[src/rtl/cpu_interrupt_controller.sv]
// cpu_interrupt_controller
// Interrupt and reset sequencer for the 6502 core. Detects NMI falling edges,
// qualifies multi-source active-low IRQ levels against per-source enables and
// the P register I flag, and presents one prioritised request (RESET > NMI >
// IRQ) to the Decoder together with the matching vector address.
//
// Ports:
//   i_clk          clock, rising edge
//   i_reset_n      asynchronous active-low reset
//   i_nmi_n        NMI, falling-edge sensitive
//   i_irq_n        IRQ sources, active-low level
//   i_irq_enable   per-source IRQ enable mask
//   i_flag_i       P register I flag, 1 masks all IRQ
//   i_sync         instruction boundary (qualified by the Decoder)
//   i_ack          Decoder starts the interrupt sequence
//   i_vector_rd    Decoder fetches the vector low byte this cycle
//   o_interrupt    registered request to Decoder/IR (force BRK)
//   o_kind         registered kind: 0 NONE, 1 IRQ, 2 NMI, 3 RESET
//   o_vector_addr  registered vector for o_kind (0 when NONE)
//   o_irq_pending  registered ~i_irq_n & i_irq_enable
//   o_nmi_pending  NMI edge latched, not yet serviced
//
// Configuration macro: CPU_INTCTL_SYNC_EN adds two-flop synchronisers on
// i_nmi_n and each i_irq_n bit (reset to 1), adding 2 cycles of latency.

module cpu_interrupt_controller #(
    parameter int unsigned           NUM_IRQ     = 4,
    parameter int unsigned           ADDR_WIDTH  = 16,
    parameter logic [ADDR_WIDTH-1:0] VECTOR_BASE = 16'hFFFA
) (
    input  logic                  i_clk,
    input  logic                  i_reset_n,
    input  logic                  i_nmi_n,
    input  logic [NUM_IRQ-1:0]    i_irq_n,
    input  logic [NUM_IRQ-1:0]    i_irq_enable,
    input  logic                  i_flag_i,
    input  logic                  i_sync,
    input  logic                  i_ack,
    input  logic                  i_vector_rd,
    output logic                  o_interrupt,
    output logic [1:0]            o_kind,
    output logic [ADDR_WIDTH-1:0] o_vector_addr,
    output logic [NUM_IRQ-1:0]    o_irq_pending,
    output logic                  o_nmi_pending
);

    localparam logic [1:0] KIND_NONE  = 2'd0;
    localparam logic [1:0] KIND_IRQ   = 2'd1;
    localparam logic [1:0] KIND_NMI   = 2'd2;
    localparam logic [1:0] KIND_RESET = 2'd3;

    localparam logic [ADDR_WIDTH-1:0] VEC_NMI   = VECTOR_BASE;
    localparam logic [ADDR_WIDTH-1:0] VEC_RESET = VECTOR_BASE + ADDR_WIDTH'(2);
    localparam logic [ADDR_WIDTH-1:0] VEC_IRQ   = VECTOR_BASE + ADDR_WIDTH'(4);

    typedef enum logic [1:0] {
        RESET_PEND = 2'd0,
        IDLE       = 2'd1,
        REQUEST    = 2'd2,
        SERVICE    = 2'd3
    } state_e;

    state_e                  state_q, state_d;
    logic                    int_q, int_d;
    logic [1:0]              kind_q, kind_d;
    logic [ADDR_WIDTH-1:0]   vec_q, vec_d;
    logic [NUM_IRQ-1:0]      irq_pend_q, irq_pend_d;
    logic                    nmi_pend_q, nmi_pend_d;
    logic                    nmi_prev_q;

    logic                    nmi_s;
    logic [NUM_IRQ-1:0]      irq_s;
    logic                    nmi_edge;
    logic                    nmi_clear;
    logic                    irq_req;
    logic                    any_req;
    logic [1:0]              req_kind;

    // Boundary qualification happens in the Decoder, which samples our outputs on i_sync.
    logic unused_sync;
    assign unused_sync = i_sync;

`ifdef CPU_INTCTL_SYNC_EN
    // Two-flop synchronisers; idle-high so reset never fakes an edge or level.
    logic [1:0]         nmi_sync_q;
    logic [NUM_IRQ-1:0] irq_sync1_q, irq_sync2_q;

    always_ff @(posedge i_clk or negedge i_reset_n) begin
        if (!i_reset_n) begin
            nmi_sync_q  <= 2'b11;
            irq_sync1_q <= '1;
            irq_sync2_q <= '1;
        end else begin
            nmi_sync_q  <= {nmi_sync_q[0], i_nmi_n};
            irq_sync1_q <= i_irq_n;
            irq_sync2_q <= irq_sync1_q;
        end
    end

    assign nmi_s = nmi_sync_q[1];
    assign irq_s = irq_sync2_q;
`else
    assign nmi_s = i_nmi_n;
    assign irq_s = i_irq_n;
`endif

    // Vector address for a given kind.
    function automatic logic [ADDR_WIDTH-1:0] vec_of(input logic [1:0] kind);
        case (kind)
            KIND_NMI:   vec_of = VEC_NMI;
            KIND_RESET: vec_of = VEC_RESET;
            KIND_IRQ:   vec_of = VEC_IRQ;
            default:    vec_of = '0;
        endcase
    endfunction

    // Request qualification; a new edge in the clearing cycle wins over the clear.
    always_comb begin
        nmi_edge   = nmi_prev_q & ~nmi_s;
        nmi_clear  = (state_q == SERVICE) & i_vector_rd & (kind_q == KIND_NMI);
        nmi_pend_d = nmi_edge | (nmi_pend_q & ~nmi_clear);
        irq_pend_d = ~irq_s & i_irq_enable;
        irq_req    = (|irq_pend_q) & ~i_flag_i;
        any_req    = nmi_pend_q | irq_req;
        req_kind   = nmi_pend_q ? KIND_NMI : KIND_IRQ;
    end

    // Next-state and next-output logic.
    always_comb begin
        state_d = state_q;
        int_d   = int_q;
        kind_d  = kind_q;
        case (state_q)
            RESET_PEND: begin
                int_d  = 1'b1;
                kind_d = KIND_RESET;
                if (i_ack) begin
                    state_d = SERVICE;
                    int_d   = 1'b0;
                end
            end
            IDLE: begin
                int_d  = 1'b0;
                kind_d = KIND_NONE;
                if (any_req) begin
                    state_d = REQUEST;
                    int_d   = 1'b1;
                    kind_d  = req_kind;
                end
            end
            REQUEST: begin
                // A request withdrawn before ack is dropped rather than serviced as NONE.
                if (!any_req) begin
                    state_d = IDLE;
                    int_d   = 1'b0;
                    kind_d  = KIND_NONE;
                end else begin
                    int_d  = 1'b1;
                    kind_d = req_kind;
                    if (i_ack) begin
                        state_d = SERVICE;
                        int_d   = 1'b0;
                    end
                end
            end
            SERVICE: begin
                int_d = 1'b0;
                if (i_vector_rd) begin
                    state_d = IDLE;
                    kind_d  = KIND_NONE;
                end else if (kind_q == KIND_IRQ && nmi_pend_q) begin
                    // NMI hijacks an IRQ sequence that has not yet fetched its vector.
                    kind_d = KIND_NMI;
                end
            end
            default: begin
                state_d = IDLE;
                int_d   = 1'b0;
                kind_d  = KIND_NONE;
            end
        endcase
        vec_d = vec_of(kind_d);
    end

    // State and output registers.
    always_ff @(posedge i_clk or negedge i_reset_n) begin
        if (!i_reset_n) begin
            state_q    <= RESET_PEND;
            int_q      <= 1'b1;
            kind_q     <= KIND_RESET;
            vec_q      <= VEC_RESET;
            irq_pend_q <= '0;
            nmi_pend_q <= 1'b0;
            nmi_prev_q <= 1'b1;
        end else begin
            state_q    <= state_d;
            int_q      <= int_d;
            kind_q     <= kind_d;
            vec_q      <= vec_d;
            irq_pend_q <= irq_pend_d;
            nmi_pend_q <= nmi_pend_d;
            nmi_prev_q <= nmi_s;
        end
    end

    assign o_interrupt   = int_q;
    assign o_kind        = kind_q;
    assign o_vector_addr = vec_q;
    assign o_irq_pending = irq_pend_q;
    assign o_nmi_pending = nmi_pend_q;

endmodule

[config.mk]
export PLATFORM = sky130hd
export DESIGN_NAME = cpu_interrupt_controller
export DESIGN_NICKNAME = d
export VERILOG_FILES = /design/src/rtl/cpu_interrupt_controller.sv
export SDC_FILE = /design/constraint.sdc
export NUM_CORES = 1
export LEC_CHECK = 0
export ABC_AREA = 1
export CAP_MARGIN = 20
export CELL_PAD_IN_SITES_DETAIL_PLACEMENT = 0
export CELL_PAD_IN_SITES_GLOBAL_PLACEMENT = 1
export CORE_MARGIN = 2
export CORE_UTILIZATION = 27
export DETAILED_ROUTE_END_ITERATION = 10
export PLACE_DENSITY = 0.77
export REMOVE_ABC_BUFFERS = 1
export SLEW_MARGIN = 20
export SYNTH_ARGS = -nofsm -noshare
export SYNTH_HDL_FRONTEND = slang
export SYNTH_SLANG_ARGS = --single-unit
[constraint.sdc]
create_clock -name i_clk -period 1.6 [get_ports i_clk]
set_input_delay 0.32 -clock i_clk [delete_from_list [all_inputs] [get_ports i_clk]]
set_output_delay 0.32 -clock i_clk [all_outputs]
set_load 0.05 [all_outputs]
* Yosys cells after proc, flatten, opt, wreduce, memory -nomap -nowiden
Index checks and enable logic that the tools add are counted.
Cells by class: add/subtract/negate cells 0, multiply operators 0, divide/modulo/power cells 0, order comparisons 0, eq/ne operators 10, shift-type cells 0, mux-type cells 15, bitwise operators 12, reduce and logical (&&, ||, !) cells 5
Operators with widths (count):
- one-hot mux 16 bit (3 select lines) | 1
- 2-to-1 mux 2 bit | 8
- == test 2 bit, second input constant | 5
- one-hot mux 2 bit (4 select lines) | 1
- == test 2 x 1 -> 1 bit, second input constant | 3
- one-hot mux 2 bit (3 select lines) | 1
- bitwise AND 1 bit | 5
- bitwise AND 4 bit | 1
- != test 2 bit, second input constant | 2
- NOT 4 bit | 1
- one-hot mux 1 bit (4 select lines) | 1
- OR reduction 4 bit | 1
- 2-to-1 mux 1 bit | 3
- NOT 1 bit | 3
- zero test 2 bit | 1
- OR 1 bit | 2
- AND reduction 2 bit | 1
- OR reduction 2 bit | 1
- logical AND 1 bit | 1
Word-level totals: bits in registers 27, latch bits 0, RAM bits 0, bits in read-only memories 0, logic and storage cells 49, memories kept 0

* Depth between registers and ports, before layout
Gate-level depths: netlist (run 1).
depth after elaboration 7, gate-level depth with buffers 9, depth with buffers taken out 9

* Worst setup path after synthesis (run 1)
No wires, ideal clock.
path type register to register, from reg kind_q[1] (netlist: o_kind[1]), to reg vec_q[1] (netlist: o_vector_addr[1]), data arrival time 1.397 ns, data required time 1.474 ns, path slack 0.078 ns, stages on the path, launching flop included 7, buffers on the path 0, cells stage by stage dfstp_2 > inv_1 > a21oi_1 > nand2_1 > o211ai_1 > inv_1 > ha_1
Between the ends: word-level cells in the longest chain between the ends 7
Ends and longest elaborated chain:
- start: declaration | line 65 | logic [1:0] kind_q, kind_d;
- start signal: assignment | line 198 | kind_q <= kind_d;
- == test 2 x 1 -> 1 bit (*) | line 171 | end else if (kind_q == KIND_IRQ && nmi_pend_q) begin
- logical AND 1 bit (*) | line 171
- 2-to-1 mux 2 bit (*) | line 171
- 2-to-1 mux 2 bit (*) | line 168 | if (i_vector_rd) begin
- one-hot mux 2 bit (3 select lines) (*) | line 133 | case (state_q)
- net kind_d[0] | line 65
- == test 2 x 1 -> 1 bit or == test 2 bit (tied branches) | line 109 | case (kind)
- one-hot mux 16 bit (3 select lines) (*) | line 109
- net vec_d[1] | line 66 | logic [ADDR_WIDTH-1:0] vec_q, vec_d;
- end signal: assignment | line 199 | vec_q <= vec_d;
- end: declaration | line 66
The timed path passes the listed nets; every way through them passes the cells marked *. A chain may end at the register's enable or synchronous reset.

==> results of run 1 <==
==> critical path, delay by kind of cell (launching register included) <==
family	cells	cell delay, ns
buf+inv	2	0.35
flops	1	0.56
==> cells by family (layout without fill, tap and decap cells) <==
family	after synthesis	in the layout
buffers and inverters	31	64
flip-flops	13	13
AO/OA/AOI/OAI	7	7
AND/OR/NAND/NOR	37	37
adder cells (fa/ha/maj)	5	5
other	1	1
==> stage by stage <==
step	cell area [um^2]	setup WS, ns
3_5_place_dp	1290	-0.0267
6_report	1330	0.0873
5_1_grt	1330	0.0112
4_1_cts	1320	0.0486
2_1_floorplan	662	-1.37
3_3_place_gp	1290	-0.00987
==> cell type report <==
class,count,area share [%]
inverters,17,4.81
multi-input cells,50,20.5
clock buffers,4,1.98
repair buffers,43,44.7
well taps,31,2.92
flip-flops and latches,13,25.1
==> placed cells by master, fill, tap and decap left out <==
cell type,count
a21oi_1,2
a21oi_2,1
buf_12,19
buf_4,11
clkbuf_1,1
clkbuf_4,3
clkdlybuf4s50_1,13
conb_1,1
dfrtp_1,7
dfrtp_2,1
dfstp_2,5
ha_1,4
ha_2,1
inv_1,16
inv_2,1
nand2_1,16
nand2_2,3
nand3_1,3
nand3_2,1
nor2_1,12
nor3_1,2
o211ai_1,1
o21ai_0,1
o21bai_1,1
o22ai_1,1
==> state kept, by name (all words and copies together), names as in the netlist <==
| signal | flops |
|---|---|
| o_interrupt | 1 |
| o_vector_addr | 2 |
| nmi_prev_q | 1 |
| o_nmi_pending | 1 |
| state_q | 2 |
| o_irq_pending | 4 |
| o_kind | 2 |
==> worst max-delay path by stage <==
stage                                     start                         end  cells after the start
floorplan           o_vector_addr[14]$_DFF_PN1_           o_vector_addr[10]                      0
global placement                    i_vector_rd  o_vector_addr[1]$_DFF_PN0_                      8
detailed placement                  i_vector_rd  o_vector_addr[1]$_DFF_PN0_                      8
CTS                      state_q[0]$_DFFE_PN0P_  o_vector_addr[1]$_DFF_PN0_                      6
global route             state_q[1]$_DFFE_PN0P_  o_vector_addr[1]$_DFF_PN0_                      6
finish              o_vector_addr[14]$_DFF_PN1_           o_vector_addr[12]                      2
==> power by group <==
part           internal [mW]  switching (mW)
combinational           1.04            1.29
sequential             0.481           0.118
clock                 0.0967           0.111
total                   1.62            1.52
==> layer usage <==
| layer | GRT usage (%) | vias to the layer above | part of all wire (%) |
|---|---|---|---|
| met4 | 2.99 | 0 | 0.49 |
| met5 | 0 | - | 0 |
| met2 | 18.2 | 29 | 49 |
| li1 | - | 336 | - |
| met1 | 13.1 | 295 | 41 |
| met3 | 5.90 | 2 | 9.4 |
==> reports/results.txt, run 1 <==
class of the tightest hold or removal check: input pin to async pin
grt total ovfl: 0
crit path DAT: 1.19 ns
Final Max Slew Viols: 0
number of synthesized flops with an enable pin: 0
CTS tree: done
Power, Total: 3.14 mW
Cell variety after synth: 17
vias per cell: 4.19
buffer depth of the longest clock path: 2
fillers: 240
RSZ-0062 raised after global routing: no
gp weighted congestion: 0.698
CP Cell Sequence: buf_12 -> buf_12
r2r endpoint: o_vector_addr[1]$_DFF_PN0_
ys flop type: dfrtp_1
Seq/Total Area, Yosys: 43.2%
vias in the first global route: 662
DRT iter0 DRCs: 13
# hold bufs at CTS: 0
status: complete, no violations
Power Dens Cells: 2360 nW/um^2
CTS buffer count: 3
# IOs: 39
Routed Antenna Nets: 0
synthesized area: 767 um^2
Syn Inst Count: 94
R2R Path Start: state_q[0]$_DFFE_PN0P_
maximum vdd ir drop: 1.72 mV
DP HPWL: 1360 um
register area: 333 um^2
Crit. End Element: output port
Global Route Usage Sum: 11.2%
Worst Setup Start Kind: flop
mux share of post-synthesis cell area: 0%
layout cells sized above 1: 36.2%
top cells by area, synth: dfrtp_1, dfstp_2, buf_4
final hold slack: 0.346 ns
Remaining DRCs: 0
clock tree sinks: 13
Hold Fails Final Rpt: 0
#FFs+latches synth: 13
Post-Route Utilization: 48.6%
Worst Path Max Fanout: 13
Initial Utilization: 28.1%
clock-pin slew on the worst setup and hold paths: 0.08 ns
most frequent cell after synthesis: inv_1
Synth Area in Simple Gates: 20.7%
first-pass GRT wire length: 2830 um
Fin Setup TNS: 0 ns
post-synthesis adder-cell area fraction: 8.16%
final setup vio count: 0
Final Net Count: 148
compound-gate portion of the synthesized area: 5.38%
CORE AREA: 2730 um^2
CTS H-tree depth: 1
post-synthesis xor/xnor area fraction: 0%
Async SR Flop Fraction: 100%
syn avg cell area: 8.16 um^2
fin crit share: 94.5%
DIE AREA: 3280 um^2
cell count of the worst reg-to-reg path: 6
cell taking the most area after synthesis: dfrtp_1
vias: 662
CP max stage delay: 0.56 ns
cts repair resizes: 0
Clock Skew: 0.00754 ns
R2R setup slack: 0.13 ns
initial antenna violation count: 0
area of the multi-input gates: 273 um^2
Synth warnings: 0
Post-synth top cells: inv_1, nand2_1, buf_4, nor2_1, dfrtp_1
Post-CTS Setup Bufs: 0
clk_lat worst skew: 0.28 ns
clock root buffer: clkbuf_4
Synth top area share: 26.1%
Required @ worst endpoint: 1.28 ns
mean routed wirelength per cell: 10.2 um
max cap viols: 0
placed insts: 154
P_leak: 0.672 nW
DRT Pass-1 Iters: 4
die height: 57.3 um
die width: 57.3 um
Routed WL: 1620 um
diodes inserted: 0
row count: 19
largest net degree at the start of global routing: 14
Area growth syn-to-layout: 73.1%
Port-buffer cells: 36
fmax: 0.661 GHz
fin crit period: 1.51 ns
Slowest-stage cell, CP: dfstp_2
largest family of logic cells by synthesized area: buffers and inverters
most used cell along the critical path: buf_12
non-filler instance count after layout: 158
crit path kind: flop to output port
Note: power is estimated with default switching activity, not from simulation.
==> run 2: changes to the inputs <==
--- a/config.mk
+++ b/config.mk
@@ -10,9 +10,9 @@
 export CELL_PAD_IN_SITES_DETAIL_PLACEMENT = 0
 export CELL_PAD_IN_SITES_GLOBAL_PLACEMENT = 1
 export CORE_MARGIN = 2
-export CORE_UTILIZATION = 27
+export CORE_UTILIZATION = 29
 export DETAILED_ROUTE_END_ITERATION = 10
-export PLACE_DENSITY = 0.77
+export PLACE_DENSITY = 0.82
 export REMOVE_ABC_BUFFERS = 1
 export SLEW_MARGIN = 20
 export SYNTH_ARGS = -nofsm -noshare
==> constraint.sdc (replaced) <==
create_clock -name i_clk -period 1.81 [get_ports i_clk]
set_input_delay 0.181 -clock i_clk [delete_from_list [all_inputs] [get_ports i_clk]]
set_output_delay 0.181 -clock i_clk [all_outputs]
set_load 0.05 [all_outputs]
==> reports/results.txt, run 2 (same netlist as run 1, synthesis figures left out) <==
Remaining DRCs: 0 (unchanged)
Fin Setup TNS: 0 ns (unchanged)
max cap viols: 0 (unchanged)
commonest non-fill, non-tap cell in the layout: clkdlybuf4s50_1
class of the tightest hold or removal check: input pin to async pin
clock tree sinks: 13 (unchanged)
Initial Utilization: 30.7% (+2.6 points)
Final Max Slew Viols: 0 (unchanged)
clk_lat worst skew: 0.28 ns (about the same)
max reg flops: 4 (unchanged)
Worst Path Max Fanout: 5 (-8)
layout cells sized above 1: 25.0% (-11 points)
Power Dens Cells: 2060 nW/um^2 (-13%)
combinational fraction of design power: 67.4% (-6.9 points)
crit path from: o_nmi_pending$_DFF_PN0_
Required @ worst endpoint: 1.63 ns (+0.35 ns)
P_sw: 1.21 mW (-20%)
R2R setup slack: 0.22 ns (+0.09 ns)
relative slew slack: 61.6%
mean routed wirelength per cell: 9.47 um (-7.6%)
grt total ovfl: 0 (unchanged)
Clock Skew: 0.000907 ns (-0.00664 ns)
switch share: 56.2% (+7.8 points)
worst slew pin tran: 0.574 ns
area of the multi-input gates: 267 um^2 (-2.3%)
die height: 55.4 um (-3.3%)
DP HPWL: 1110 um (-18%)
maximum vdd ir drop: 1.32 mV (-23%)
# IOs: 39 (unchanged)
non-filler instance count after layout: 150 (-5.1%)
clock root buffer: clkbuf_4
CORE AREA: 2500 um^2 (-8.6%)
die width: 55.4 um (-3.3%)
first-pass GRT wire length: 2390 um (-16%)
commonest non-fill, non-tap cells in the layout: clkdlybuf4s50_1, inv_1, buf_4
fin crit period: 1.70 ns
initial antenna violation count: 0 (unchanged)
clock share of power: 8.7% (+2.1 points)
largest net degree at the start of global routing: 14 (unchanged)
Hold Fails Final Rpt: 0 (unchanged)
clock-pin slew on the worst setup and hold paths: 0.09 ns (about the same)
Routed WL: 1420 um (-12%)
buffer depth of the longest clock path: 2 (unchanged)
final setup vio count: 0 (unchanged)
fmax: 0.587 GHz
crit path DAT: 1.52 ns (+0.33 ns)
CP max stage delay: 0.82 ns (+0.26 ns)
RSZ-0062 raised after global routing: no
Routed Antenna Nets: 0 (unchanged)
vias per cell: 4.28 (+2.2%)
crit path kind: flop to output port
register area: 332 um^2 (-0.38%)
Top delay family on crit path: buffers and inverters
Global Route Usage Sum: 10.1% (-1.1 points)
cts repair resizes: 0 (unchanged)
Worst Setup Start Kind: flop
Reg power frac: 23.9% (+4.8 points)
DIE AREA: 3070 um^2 (-6.4%)
CTS H-tree depth: 1 (unchanged)
Final Net Count: 141 (-4.7%)
row count: 18 (-1)
Port-buffer cells: 36 (unchanged)
CP Cell Sequence: clkdlybuf4s50_1
Post-CTS Setup Bufs: 0 (unchanged)
CP Buf/Inv Count: 1 (-1)
Crit. End Element: output port
status: complete, no violations
Area growth syn-to-layout: 36.2%
final hold slack: 0.258 ns (-0.0875 ns)
diodes inserted: 0 (unchanged)
DRT Pass-1 Iters: 2 (-2)
placed insts: 146 (-5.2%)
R2R Path Start: state_q[0]$_DFFE_PN0P_
fillers: 264 (+10%)
CTS tree: done
gp weighted congestion: 0.817 (+17%)
vias in the first global route: 597 (-9.8%)
P_leak: 0.538 nW (-20%)
Slowest-stage cell, CP: clkdlybuf4s50_1
vias: 642 (-3.0%)
# hold bufs at CTS: 0 (unchanged)
Int Power: 0.942 mW (-42%)
CTS buffer count: 3 (unchanged)
DRT iter0 DRCs: 8 (-5)
fin crit share: 94.2%
[run 2: per-stage QoR]
step | utilization, % | worst slack [ns] | cell area [um^2] | power [mW]
global route | 41.8 | 0.0785 | 1040 | 2.30
floorplan | - | -1.02 | 662 | 1.57
CTS | 41.8 | 0.0949 | 1040 | 2.18
detailed placement | 40.7 | 0.250 | 1020 | 1.98
finish | 41.8 | 0.106 | 1040 | 2.15
global placement | 40.7 | 0.254 | 1020 | 1.97
[run 2: worst paths after layout]
| check | end | cells after the start |
|---|---|---|
| min in group i_clk | nmi_prev_q$_DFF_PN1_ | 1 |
| max reg2reg | o_vector_addr[1]$_DFF_PN0_ | 7 |
| max | o_nmi_pending | 1 |
| min reg2reg | o_nmi_pending$_DFF_PN0_ | 2 |
| max in group asynchronous | o_irq_pending[2]$_DFF_PN0_ | 1 |
| min | state_q[1]$_DFFE_PN0P_ | 1 |
[run 2: layout make-up]
cell class / count / share of cell area [%]
Clock buffer: 3 / 2.16
Clock inverter: 1 / 0.479
Inverter: 17 / 6.11
Multi-Input combinational cell: 50 / 25.5
Sequential cell: 13 / 31.7
Tap cell: 30 / 3.59
Timing Repair Buffer: 36 / 30.4
[run 2: per-layer routing]
| metal | global-route usage [%] | share of wire, % |
|---|---|---|
| met5 | 0 | 0 |
| met1 | 10.2 | 41 |
| met2 | 17.7 | 45 |
| met4 | 6.27 | 2.2 |
| met3 | 3.51 | 12 |
[run 2: power groups by stage]
stage          combinational (mW)  clock, mW  sequential [mW]
6_report                     1.45      0.186            0.514
2_1_floorplan               0.388          0             1.18
3_3_place_gp                 1.46          0            0.513
3_5_place_dp                 1.45          0            0.522
4_1_cts                      1.46      0.197            0.518
5_1_grt                      1.56      0.204            0.536
